$ cat src/rtl/serial_subtractor_pkg.sv
// Shared definitions for the bit-serial subtractor: FSM states and default width.
package serial_subtractor_pkg;

    typedef enum logic [1:0] {
        IDLE = 2'd0,
        RUN  = 2'd1,
        DONE = 2'd2
    } state_t;

    localparam int DEFAULT_WIDTH = 8;

endpackage

$ cat src/rtl/serial_subtractor_full_subtractor.sv
// One-bit full subtractor: d = a - b - bin, with borrow-out bout.
module full_subtractor (
    input  logic a,
    input  logic b,
    input  logic bin,
    output logic d,
    output logic bout
);

    assign d    = a ^ b ^ bin;
    assign bout = (~a & b) | (~(a ^ b) & bin);

endmodule

$ cat src/rtl/serial_subtractor.sv
// Bit-serial unsigned subtractor: one bit slice per cycle, LSB first, result after WIDTH cycles.
// Handshake: start is taken only in IDLE; done pulses for one cycle when diff/borrow carry a new result.
module serial_subtractor
    import serial_subtractor_pkg::*;
#(
    parameter int WIDTH = DEFAULT_WIDTH
) (
    input  logic             clk,
    input  logic             rst,
    input  logic             start,
    input  logic [WIDTH-1:0] a,
    input  logic [WIDTH-1:0] b,
    output logic             busy,
    output logic             done,
    output logic [WIDTH-1:0] diff,
    output logic             borrow,
    output logic [1:0]       state_dbg
);

    localparam int CW = $clog2(WIDTH + 1);

    state_t           state, next_state;
    logic [WIDTH-1:0] a_sr, b_sr, res_sr;
    logic             bin_q;
    logic [CW-1:0]    cnt;
    logic             slice_d, slice_bout;
    logic             last_slice;

    full_subtractor u_fs (
        .a    (a_sr[0]),
        .b    (b_sr[0]),
        .bin  (bin_q),
        .d    (slice_d),
        .bout (slice_bout)
    );

    assign last_slice = (state == RUN) && (cnt == CW'(WIDTH - 1));

    always_ff @(posedge clk or posedge rst) begin
        if (rst) state <= IDLE;
        else     state <= next_state;
    end

    always_comb begin
        next_state = state;
        case (state)
            IDLE:    if (start) next_state = RUN;
            RUN:     if (last_slice) next_state = DONE;
            DONE:    next_state = IDLE;
            default: next_state = IDLE;
        endcase
    end

    // The final slice lands in res_sr on the same edge that enters DONE, so the
    // outputs take the freshly assembled word rather than the stale register.
    always_ff @(posedge clk or posedge rst) begin
        if (rst) begin
            a_sr   <= '0;
            b_sr   <= '0;
            res_sr <= '0;
            bin_q  <= 1'b0;
            cnt    <= '0;
            diff   <= '0;
            borrow <= 1'b0;
        end else begin
            case (state)
                IDLE: begin
                    if (start) begin
                        a_sr  <= a;
                        b_sr  <= b;
                        bin_q <= 1'b0;
                        cnt   <= '0;
                    end
                end
                RUN: begin
                    a_sr   <= a_sr >> 1;
                    b_sr   <= b_sr >> 1;
                    res_sr <= {slice_d, res_sr[WIDTH-1:1]};
                    bin_q  <= slice_bout;
                    cnt    <= cnt + CW'(1);
                    if (last_slice) begin
                        diff   <= {slice_d, res_sr[WIDTH-1:1]};
                        borrow <= slice_bout;
                    end
                end
                default: ;
            endcase
        end
    end

    assign busy      = (state == RUN);
    assign done      = (state == DONE);
    assign state_dbg = state;

endmodule
$ cat config.mk
export PLATFORM = sky130hd
export DESIGN_NAME = serial_subtractor
export DESIGN_NICKNAME = d
export VERILOG_FILES = /design/src/rtl/serial_subtractor_pkg.sv /design/src/rtl/serial_subtractor_full_subtractor.sv /design/src/rtl/serial_subtractor.sv
export SDC_FILE = /design/constraint.sdc
export NUM_CORES = 1
export LEC_CHECK = 0
export ABC_AREA = 1
export BUFFER_PORTS_ARGS = -buffer_cell sky130_fd_sc_hd__buf_2
export CORE_ASPECT_RATIO = 1.25
export CORE_MARGIN = 3
export CORE_UTILIZATION = 41
export DETAILED_ROUTE_END_ITERATION = 10
export GPL_ROUTABILITY_DRIVEN = 0
export PLACE_DENSITY = 0.6
export SLEW_MARGIN = 20
export SYNTH_ARGS = -nofsm -noshare
export SYNTH_HDL_FRONTEND = slang
export SYNTH_HIERARCHICAL = 1
export SYNTH_SLANG_ARGS = --single-unit
$ cat constraint.sdc
create_clock -name clk -period 1.02 [get_ports clk]
set_input_delay 0.153 -clock clk [delete_from_list [all_inputs] [get_ports clk]]
set_output_delay 0.153 -clock clk [all_outputs]
set_load 0.01 [all_outputs]
==> impl_metrics.ini <==
[run_status]
outcome = finished with violations
violations = setup timing

[floorplanning]
row_count = 25
fp.dieH_um = 78.2
die_area_um2 = 4980
core-area_um2 = 3910
die_w_um = 63.7
pin_count = 32
initial_core_util = 0.437

[place]
placed_area_um2 = 2080
place_inst = 288
io_buffers = 31
hpwl_mm = 2.42
place_ws_ns = -0.112

[cells_and_area]
utilization = 0.617
diodes = 0
design_area_um2 = 2410
final_common_cell = nand2_1
layout_common_cells = nand2_1 (74), dfrtp_1 (39), nand3_1 (38), buf_2 (29), buf_4 (15)
fin_cells = 307
synthToLayoutAreaGrowth_pct = 41.2
fin_nets = 273
drive_gt1_frac = 0.348

[synthesis]
synth.area.top_cells = dfrtp_1 (57%), nand2_1 (16%), nand3_1 (13%)
synth_seq_cells = 39
netlist.area_leader.share = 0.571
yosysTopAreaCell = dfrtp_1
syn_area_per_cell_um2 = 8.80
synth.distinct_cells = 19
yosys_warnings = 6
seq_area_frac_synth = 0.571
syn_inst = 194
synth.net_count = 215
netlist_area_um2 = 1710

[detailed_routing]
drc = 0
vias = 1489
wl_mm = 3.91
drtAntennaViolNets = 0
wl_per_cell_um = 12.7
via_per_inst = 4.85
first_pass_iters = 6
drtIter0Drc = 61

[clock_tree]
htreeDepth = 2
cts_buffers = 5
clkLatencyLatePin_ns = 0.29
root_buffer = clkbuf_8
cts_tree = done
cts.sinks = 39
clk_pin_slew_ns = 0.07
clockBufferDepth = 2

[sta]
finalHoldViolCount = 0
setup_violations = 41
tns_ns = -4.13
hold_ws_ns = 0.0547
fin_skew_ns = 0.00441
drv_slew = 0
slew-limit-headroom = 0.862
tightest_slew_ns = 0.207
min_period_ns = 1.22
rsz0062_at_grt = yes
period_share = 1.20
fin_ws_ns = -0.205
clock.fmax_mhz = 817

[power_and_ir_drop]
vdd_drop_max_mv = 1.19
p_leak_nw = 1.25
p_per_area_nw_per_um2 = 2950
p_total_mw = 7.11

[worst_setup_path]
startpoint = state_dbg[0]
regToRegSetupSlack_ns = -0.13
cp-start-kind = flip-flop
cp.depth = 4
cpLargestDelayFamily = flip-flops
worstSetupEndpointType = output pin
critPathCapture = busy
critPathKind = flip-flop to output pin
crit_fanout = 3
reg2reg_to = res_sr[7]
slowest_delay_ns = 0.42
crit_slowest_cell = dfrtp_1
crit_chain = nand2_4 > inv_4 > buf_12 > buf_6
timing.rr.start = bin_q
cp.buffers_inverters = 3
r2r_cells = 4
cp_data_arrival_time_ns = 1.07
required_ns = 0.87

[hold_path]
worstHoldPathType = input pin to flip-flop

[global_routing]
antenna_found_initial = 0
grt_pass1_vias = 1404
grt_max_degree = 40
grt.overflow.total = 0
grt_pass1_wl_mm = 6.39
track_usage = 0.165

[job]
maxCapViolations = 0
[cells by family (layout without fill, tap and decap cells)]
kind of cell,after synthesis,after routing,synth area share
AOI/OAI and AO/OA,5,5,0.0161
buffers and inverters,19,78,0.0645
DFF,39,39,0.571
adders and majority gates,2,2,0.0190
and+or+nand+nor,129,129,0.329
[routing by layer]
metal  up-vias  global-route usage  wire (µm)
li1        738                   -          -
met1       699               0.206       1690
met2        46               0.269       1980
met3         6              0.0515        202
met4         0              0.0583         45
met5         -                   0          0
[worst reg2reg max path, stage by stage (launching register included)]
cell and delay, ns:
dfrtp_1 0.36, inv_2 0.04, fa_1 0.55, nand2_1 0.06, o21ai_1 0.06
[worst min path at each step]
stage               cells after the start  slack [ns]        end  start
CTS                                     3        0.05    a_sr[7]   a[7]
finish                                  3        0.05    a_sr[7]   a[7]
global placement                        3        0.22  res_sr[5]    rst
detailed placement                      3        0.22  res_sr[5]    rst
global route                            3        0.04    a_sr[7]   a[7]
floorplan                               1        0.13    a_sr[0]    rst
[Yosys cell counts, drive strengths merged]
library cell,count
buf,10
o21ai,4
nand4,1
nand2,78
dfrtp,39
inv,9
ha,1
fa,1
nor2,4
nand3,46
o21bai,1
[cell type report]
type | count | area [µm²]
flip-flops and latches | 39 | 976
repair buffers | 61 | 533
fillers | 355 | 1500
well taps | 54 | 67.6
multi-input cells | 136 | 696
clock buffers | 8 | 100
inverters | 9 | 40.0
[power by group]
part	total, mW	internal, mW	leakage [nW]	switching (mW)
Combinational	3.34	1.65	0.705	1.69
Clock	1.11	0.616	0.0515	0.496
Sequential	2.66	2.23	0.492	0.424
[registers in the layout, indices dropped and copies added, names as in the netlist]
name and flops:
state_dbg 2, diff 8, borrow 1, cnt 4
bin_q 1, b_sr 8, a_sr 8, res_sr 7
[timing repair]
action / 4_1_cts / 5_1_grt
endpoints found under the setup margin: 32 / 42
buffers inserted: 6 / 1
hold endpoints to repair: 39 / 0
cloned: 0 / 3
hold buffers: 1 / 0
gates resized for setup: 18 / 5
pin swaps: 10 / 4
Note: power is estimated with default switching activity, not from simulation.
